$ cat src/rtl/exec_sequencer_if.sv
// exec_sequencer_if: memory handshake, decoder and ALU-control signals of the stage sequencer
interface exec_sequencer_if;
  logic        imem_ack_i;
  logic [31:0] imem_data_i;
  logic        dmem_ack_i;
  logic [4:0]  itype_i;
  logic        redirect_i;
  logic [31:0] target_i;
  logic [2:0]  stage_o;
  logic [31:0] pc_o;
  logic [31:0] ir_o;
  logic        imem_req_o;
  logic        dmem_req_o;
  logic        readin_a_o;
  logic        readin_b_o;
  logic        readin_pass_o;
  logic        rf_we_o;
  logic        retire_o;
  logic        illegal_o;
  modport slave (
    input  imem_ack_i, imem_data_i, dmem_ack_i, itype_i, redirect_i, target_i,
    output stage_o, pc_o, ir_o, imem_req_o, dmem_req_o, readin_a_o, readin_b_o,
           readin_pass_o, rf_we_o, retire_o, illegal_o
  );
  modport master (
    output imem_ack_i, imem_data_i, dmem_ack_i, itype_i, redirect_i, target_i,
    input  stage_o, pc_o, ir_o, imem_req_o, dmem_req_o, readin_a_o, readin_b_o,
           readin_pass_o, rf_we_o, retire_o, illegal_o
  );
endinterface

$ cat src/rtl/exec_sequencer.sv
// exec_sequencer: multi-cycle FETCH/DECODE/EXECUTE/MEM/WRITEBACK controller owning PC and IR
module exec_sequencer #(
  parameter logic [31:0] RESET_PC = 32'h0000_0000
) (
  input logic clk,
  input logic reset,
  exec_sequencer_if.slave bus
);
  localparam logic [4:0] RTYPE = 5'd0, ITYPE = 5'd1, STYPE = 5'd2, BTYPE = 5'd3, UTYPE = 5'd4, JTYPE = 5'd5;
  typedef enum logic [2:0] {
    S_IDLE = 3'd0, S_FETCH = 3'd1, S_DECODE = 3'd2, S_EXEC = 3'd3, S_MEM = 3'd4, S_WB = 3'd5
  } state_t;
  state_t      r_state, w_next;
  logic [31:0] r_pc, r_npc, r_ir;
  logic        r_imem_req, r_dmem_req, r_readin, r_rf_we, r_retire, r_illegal;
  logic        w_ls, w_writes, w_known;
  logic        w_imem_req, w_dmem_req, w_readin, w_rf_we, w_retire, w_illegal;
  assign w_ls     = r_ir[6:0] == 7'b0000011 || r_ir[6:0] == 7'b0100011;
  assign w_writes = bus.itype_i == RTYPE || bus.itype_i == ITYPE || bus.itype_i == UTYPE || bus.itype_i == JTYPE;
  assign w_known  = w_writes || bus.itype_i == STYPE || bus.itype_i == BTYPE;
  always_ff @(posedge clk)
    r_state <= reset ? S_IDLE : w_next;
  always_comb begin
    w_next = r_state;
    case (r_state)
      S_IDLE:   w_next = S_FETCH;
      S_FETCH:  w_next = bus.imem_ack_i ? S_DECODE : S_FETCH;
      S_DECODE: w_next = S_EXEC;
      S_EXEC:   w_next = w_ls ? S_MEM : S_WB;
      S_MEM:    w_next = bus.dmem_ack_i ? S_WB : S_MEM;
      S_WB:     w_next = S_FETCH;
      default:  w_next = S_IDLE;
    endcase
  end
  // outputs are registered, so they are decoded from the state being entered
  always_comb begin
    w_imem_req = w_next == S_FETCH;
    w_dmem_req = w_next == S_MEM;
    w_readin   = w_next == S_DECODE;
    w_retire   = w_next == S_WB;
    w_rf_we    = w_retire && w_writes && r_ir[11:7] != 5'd0;
    w_illegal  = w_retire && !w_known;
  end
  always_ff @(posedge clk)
    if (reset) begin
      r_pc       <= RESET_PC;
      r_npc      <= RESET_PC;
      r_ir       <= 32'd0;
      r_imem_req <= 1'b0;
      r_dmem_req <= 1'b0;
      r_readin   <= 1'b0;
      r_rf_we    <= 1'b0;
      r_retire   <= 1'b0;
      r_illegal  <= 1'b0;
    end else begin
      if (r_state == S_FETCH && bus.imem_ack_i) r_ir <= bus.imem_data_i;
      if (r_state == S_EXEC) r_npc <= bus.redirect_i ? bus.target_i : r_pc + 32'd4;
      if (r_state == S_WB) r_pc <= r_npc;
      r_imem_req <= w_imem_req;
      r_dmem_req <= w_dmem_req;
      r_readin   <= w_readin;
      r_rf_we    <= w_rf_we;
      r_retire   <= w_retire;
      r_illegal  <= w_illegal;
    end
  assign bus.stage_o       = r_state;
  assign bus.pc_o          = r_pc;
  assign bus.ir_o          = r_ir;
  assign bus.imem_req_o    = r_imem_req;
  assign bus.dmem_req_o    = r_dmem_req;
  assign bus.readin_a_o    = r_readin;
  assign bus.readin_b_o    = r_readin;
  assign bus.readin_pass_o = r_readin;
  assign bus.rf_we_o       = r_rf_we;
  assign bus.retire_o      = r_retire;
  assign bus.illegal_o     = r_illegal;
endmodule
$ cat src/flat_wrapper.sv
// flat-port wrapper written by rule: the top's interface ports become plain ports
module exec_sequencer_flat 
#(
  parameter logic [31:0] RESET_PC = 32'h0000_0000
)
  (clk, reset, bus_imem_ack_i, bus_imem_data_i, bus_dmem_ack_i, bus_itype_i, bus_redirect_i, bus_target_i, bus_stage_o, bus_pc_o, bus_ir_o, bus_imem_req_o, bus_dmem_req_o, bus_readin_a_o, bus_readin_b_o, bus_readin_pass_o, bus_rf_we_o, bus_retire_o, bus_illegal_o);
  exec_sequencer_if bus_i ();
  input logic clk;
  input logic reset;
  input wire logic [$bits(bus_i.imem_ack_i)-1:0] bus_imem_ack_i;
  input wire logic [$bits(bus_i.imem_data_i)-1:0] bus_imem_data_i;
  input wire logic [$bits(bus_i.dmem_ack_i)-1:0] bus_dmem_ack_i;
  input wire logic [$bits(bus_i.itype_i)-1:0] bus_itype_i;
  input wire logic [$bits(bus_i.redirect_i)-1:0] bus_redirect_i;
  input wire logic [$bits(bus_i.target_i)-1:0] bus_target_i;
  output wire logic [$bits(bus_i.stage_o)-1:0] bus_stage_o;
  output wire logic [$bits(bus_i.pc_o)-1:0] bus_pc_o;
  output wire logic [$bits(bus_i.ir_o)-1:0] bus_ir_o;
  output wire logic [$bits(bus_i.imem_req_o)-1:0] bus_imem_req_o;
  output wire logic [$bits(bus_i.dmem_req_o)-1:0] bus_dmem_req_o;
  output wire logic [$bits(bus_i.readin_a_o)-1:0] bus_readin_a_o;
  output wire logic [$bits(bus_i.readin_b_o)-1:0] bus_readin_b_o;
  output wire logic [$bits(bus_i.readin_pass_o)-1:0] bus_readin_pass_o;
  output wire logic [$bits(bus_i.rf_we_o)-1:0] bus_rf_we_o;
  output wire logic [$bits(bus_i.retire_o)-1:0] bus_retire_o;
  output wire logic [$bits(bus_i.illegal_o)-1:0] bus_illegal_o;
  assign bus_i.imem_ack_i = bus_imem_ack_i;
  assign bus_i.imem_data_i = bus_imem_data_i;
  assign bus_i.dmem_ack_i = bus_dmem_ack_i;
  assign bus_i.itype_i = bus_itype_i;
  assign bus_i.redirect_i = bus_redirect_i;
  assign bus_i.target_i = bus_target_i;
  assign bus_stage_o = bus_i.stage_o;
  assign bus_pc_o = bus_i.pc_o;
  assign bus_ir_o = bus_i.ir_o;
  assign bus_imem_req_o = bus_i.imem_req_o;
  assign bus_dmem_req_o = bus_i.dmem_req_o;
  assign bus_readin_a_o = bus_i.readin_a_o;
  assign bus_readin_b_o = bus_i.readin_b_o;
  assign bus_readin_pass_o = bus_i.readin_pass_o;
  assign bus_rf_we_o = bus_i.rf_we_o;
  assign bus_retire_o = bus_i.retire_o;
  assign bus_illegal_o = bus_i.illegal_o;
  exec_sequencer #(.RESET_PC(RESET_PC)) u_core (.clk(clk), .reset(reset), .bus(bus_i));
endmodule
$ cat config.mk
export PLATFORM = sky130hd
export DESIGN_NAME = exec_sequencer_flat
export DESIGN_NICKNAME = d
export VERILOG_FILES = /design/src/rtl/exec_sequencer_if.sv /design/src/rtl/exec_sequencer.sv /design/src/flat_wrapper.sv
export SDC_FILE = /design/constraint.sdc
export NUM_CORES = 1
export LEC_CHECK = 0
export ABC_AREA = 1
export CAP_MARGIN = 40
export CORE_ASPECT_RATIO = 0.6
export CORE_MARGIN = 4
export CORE_UTILIZATION = 50
export DETAILED_ROUTE_END_ITERATION = 8
export GPL_ROUTABILITY_DRIVEN = 1
export PLACE_DENSITY = 0.81
export SLEW_MARGIN = 0
export SYNTH_ARGS = -nofsm -noshare
export SYNTH_HDL_FRONTEND = slang
export SYNTH_SLANG_ARGS = --single-unit
export TNS_END_PERCENT = 20
$ cat constraint.sdc
create_clock -name clk -period 2.4 [get_ports clk]
set_clock_uncertainty 0.2 [all_clocks]
set_input_delay 0.6 -clock clk [delete_from_list [all_inputs] [get_ports clk]]
set_output_delay 0.6 -clock clk [all_outputs]
set_load 0.01 [all_outputs]
-- After elaboration in Yosys (flattened, before gate mapping)
Cells that the tools add are included.
- muxes and demuxes: 5
- add/sub/neg operators: 1
- equal/unequal tests: 16
- reductions and logical operators: 15
- operators by type and width (cell ; number):
    32-bit by 3-bit adder with 32-bit output, second input constant ; 1
    32-bit two-way mux ; 1
    3-bit case mux with 5 select lines ; 1
    3-bit equality test, second input constant ; 4
    5-bit by 2-bit equality test with 1-bit output, second input constant ; 2
    5-bit by 3-bit equality test with 1-bit output, second input constant ; 2
    3-bit by 2-bit equality test with 1-bit output, second input constant ; 3
    7-bit by 2-bit equality test with 1-bit output, second input constant ; 1
    7-bit by 6-bit equality test with 1-bit output, second input constant ; 1
    3-bit by 1-bit equality test with 1-bit output, second input constant ; 2
    1-bit logical OR ; 6
    5-bit by 1-bit equality test with 1-bit output, second input constant ; 1
    5-bit logical NOT ; 1
    5-bit nonzero test ; 1
    1-bit logical AND ; 4
    3-bit logical NOT ; 1
    1-bit two-way mux ; 2
    2-bit two-way mux ; 1
    2-bit OR reduction ; 1
    1-bit logical NOT ; 1
- input port bits: 74
- output and inout port bits: 75
- logic and storage cells: 47
- flip-flop bits (word level): 105

-- Depth between registers and ports, before layout
- depth in word-level cells: 8
- depth in mapped cells: 10
- depth with buffers taken out: 10

-- Worst setup path after synthesis
Ideal clock, no wire load.
- path type: in2reg
- start point: in reset
- end point: reg u_core.r_npc[11]
- buffers on the path: 3
- arrival time: 1.430 ns
- library setup time: 0.070 ns
- required time: 2.130 ns
- slack: 0.701 ns
- stages: 6
- path through: buf_2 inv_1 buf_2 clkbuf_1 o21ai_0 a21oi_1
- RTL lines (element ; RTL line ; RTL):
    start: declaration ; flat_wrapper.sv:9 ; input logic reset;
    end signal: assignment ; exec_sequencer.sv:57 ; if (r_state == S_EXEC) r_npc <= bus.redirect_i ? bus.target_i : r_pc + 32'd4;
    end: declaration ; exec_sequencer.sv:14 ; logic [31:0] r_pc, r_npc, r_ir;

-- Worst setup path in the final report
- start point: reg u_core.r_pc[5], in the netlist u_core.bus.pc_o[5]
- end point: out bus_pc_o[5]
- RTL lines (element ; RTL line ; RTL):
    start: declaration ; exec_sequencer.sv:14 ;
    start signal: assignment ; exec_sequencer.sv:58 ; if (r_state == S_WB) r_pc <= r_npc;
    end: declaration ; flat_wrapper.sv:17 ; output wire logic [$bits(bus_i.pc_o)-1:0] bus_pc_o;
No word-level cell between the ends.

==> results.cfg <==
[worst_setup_path]
critPathMaxFanout = 6
critPathKind = reg -> out
startpoint = u_core.bus.pc_o[5]
r2r-start = u_core.bus.pc_o[3]
crit_path_end_kind = output port
cpPeakStageDelay_ps = 590
crit_family = buffers and inverters
critPathRequiredTime_ps = 1600
critPathLaunchType = register
crit_slowest_cell = clkdlybuf4s50_1
worstPathArrival_ps = 1410
path_cells = clkdlybuf4s50_1
critical_path_buf_inv_count = 1

[clock_tree]
cts_tree = done
cts.path.max_buffers = 2
cts_hold_buf = 0
cts.htree.levels = 3
cts_resized = 0
clock-sinks = 105
clk_latency_ps = 340
post-cts-setup-buffers = 0
cts_buffers = 9
cts.clk_slew.worst_paths_ps = 70
root_buffer = clkbuf_16

[floorplanning]
rows = 27
die_x_um = 134
die_h_um = 83.9
dieArea_mm2 = 0.0113
coreArea_mm2 = 0.00926
initial_core_util_pct = 51.8
io_pins = 149

[min_path]
hold_class = reg -> reg
min_from = u_core.r_npc[25]

[timing]
fin_crit_sh_pct = 91.9
period_needed_ps = 2210
timing.final.max_slew_violations = 0
slew_headroom_pct = 68.0
max_freq_ghz = 0.453
setup_viol = 0
rsz0062_at_grt = no
final.setup.worst_slack_ps = 193
fin_tns_setup_ps = 0
max_slew.worst_pin.slew_ps = 479
hold_viol = 0

[global_routing]
grt_max_degree = 61
grtUsageTotal_pct = 26.0
grt_pass1_vias = 4809
antenna_found_initial = 0
grt_overflow_total = 0
grt_pass1_wl_um = 24000

[placement]
io_buffers = 147
place.gp.congestion = 0.920
post-dp-hpwl_um = 10800
placedCellCount = 946
pre_cts_ws_ps = 189
placed_area_mm2 = 0.00640

[detailed_routing]
dr.pass1.iters = 5
vias = 5164
via_per_inst = 5.37
first_iter_violations = 556
drtAntennaViolNets = 0
drc = 0
wl_per_cell_um = 15.3
wl_um = 14800

[logic_synthesis]
synth_area_mm2 = 0.00480
yosysSeqAreaShare_pct = 43.8
synthCells = 695
syn-mean-instance-area_um2 = 6.90
yosysWarningCount = 0
syn-num-nets = 770
ys_types = 29
synth-seq-cells = 105

[layout]
drive_gt1_share_pct = 7.33
post-route-util_pct = 72.3
design_area_mm2 = 0.00669
antennaDiodeCount = 0
fin_cells = 962
final_nets = 902
syn2layout_area_growth_pct = 39.5

[power_and_ir_drop]
static-leakage-power_nw = 2.47
powerDensity_mw_per_mm2 = 574
peakVddDrop_uv = 365

[run]
timing.max_cap.violations = 0

[outcome]
outcome = completed
==> report_power, final <==
| part | internal [W] | leakage (nW) | switching [W] |
|---|---|---|---|
| logic | 0.000287 | 1.48 | 0.000250 |
| registers | 0.00182 | 0.853 | 0.0000544 |
| clock network | 0.000767 | 0.142 | 0.000665 |
==> worst paths after layout <==
kind,endpoint,slack (ps),depth (start not counted)
setup / recovery,bus_pc_o[5],190,1
setup reg to reg,u_core.r_npc[18],470,9
hold reg to reg,u_core.r_npc[25],270,2
hold / removal,u_core.r_npc[25],270,2
==> registers in the layout, summed over array words and instances, names as in the netlist <==
signal,flops
u_core.bus.pc_o,32
u_core.bus.ir_o,32
u_core.bus.imem_req_o,1
u_core.bus.dmem_req_o,1
u_core.bus.retire_o,1
u_core.bus.illegal_o,1
u_core.bus.stage_o,3
u_core.bus.rf_we_o,1
u_core.r_npc,32
u_core.bus.readin_a_o,1
==> kinds of logic after synthesis <==
family | synth area share (%)
AND/OR/NAND/NOR | 28.2
buffers and inverters | 7.69
flip-flops | 43.8
AO/OA/AOI/OAI | 19.1
XOR/XNOR | 0.913
adder cells (fa/ha/maj) | 0.261
==> cell type report <==
class	instances	area, µm²
tap	130	163
multi-input combinational	499	2330
fill	760	2560
timing repair buffer	159	1610
clock inverter	5	38.8
sequential	105	2100
clock buffer	11	253
inverter	53	199
==> worst min-delay path, delay by kind of cell, from the launching register on <==
family	cells	cell delay [ps]
DFF	1	310
AOI/OAI and AO/OA	1	60
and+or+nand+nor	1	60
==> synthesized netlist by cell type, drive strengths merged <==
cell | n | share of area [%]
nor2 | 140 | 12
nand2 | 123 | 10
dfxtp | 105 | 44
o21ai | 91 | 9.6
a21oi | 80 | 8.5
inv | 53 | 4.1
nand3 | 41 | 4.5
buf | 19 | 2.1
clkbuf | 19 | 1.5
nand4 | 5 | 0.65
nor3 | 5 | 0.76
xor2 | 5 | 0.91
a31oi | 4 | 0.52
o211ai | 2 | 0.31
a211o | 1 | 0.18
ha | 1 | 0.26
or2 | 1 | 0.13
==> stage by stage <==
stage          hold slack (ps)  total power, W
2_1_floorplan              241         0.00213
3_3_place_gp               250         0.00243
3_5_place_dp               255         0.00245
4_1_cts                    266         0.00387
5_1_grt                    279         0.00400
6_report                   266         0.00384
==> cells in the final DEF (no fill, tap or decap) <==
| cell | instances |
|---|---|
| a21oi_2 | 2 |
| nand2_4 | 1 |
| nand3_1 | 39 |
| nand4_1 | 5 |
| buf_12 | 4 |
| nor2_2 | 8 |
| or2_2 | 1 |
| inv_2 | 5 |
| a31oi_1 | 4 |
| inv_1 | 48 |
| nand2_1 | 114 |
| a21oi_1 | 78 |
| clkbuf_8 | 2 |
| nor3_4 | 1 |
| inv_6 | 1 |
| o21ai_0 | 88 |
| nand2_2 | 8 |
| ha_1 | 1 |
| xor2_1 | 5 |
| nor3_1 | 4 |
| clkinvlp_4 | 1 |
| clkinv_4 | 2 |
| buf_4 | 8 |
| nand3_2 | 2 |
| clkbuf_16 | 9 |
| o21ai_2 | 1 |
| o21ai_1 | 2 |
| a211o_1 | 1 |
| nor2_1 | 128 |
| clkinv_2 | 1 |
| dfxtp_1 | 105 |
| nor2_4 | 4 |
| o211ai_1 | 2 |
| clkdlybuf4s50_1 | 147 |
==> layer usage <==
metal	global-route usage, %	part of all wire, %	vias to the layer above
li1	-	-	2529
met1	38.2	46	2412
met2	38.1	44	210
met3	6.69	9.1	13
met4	5.82	0.91	0
met5	0	0	-
No activity file was read; power rests on OpenSTA's default activity.
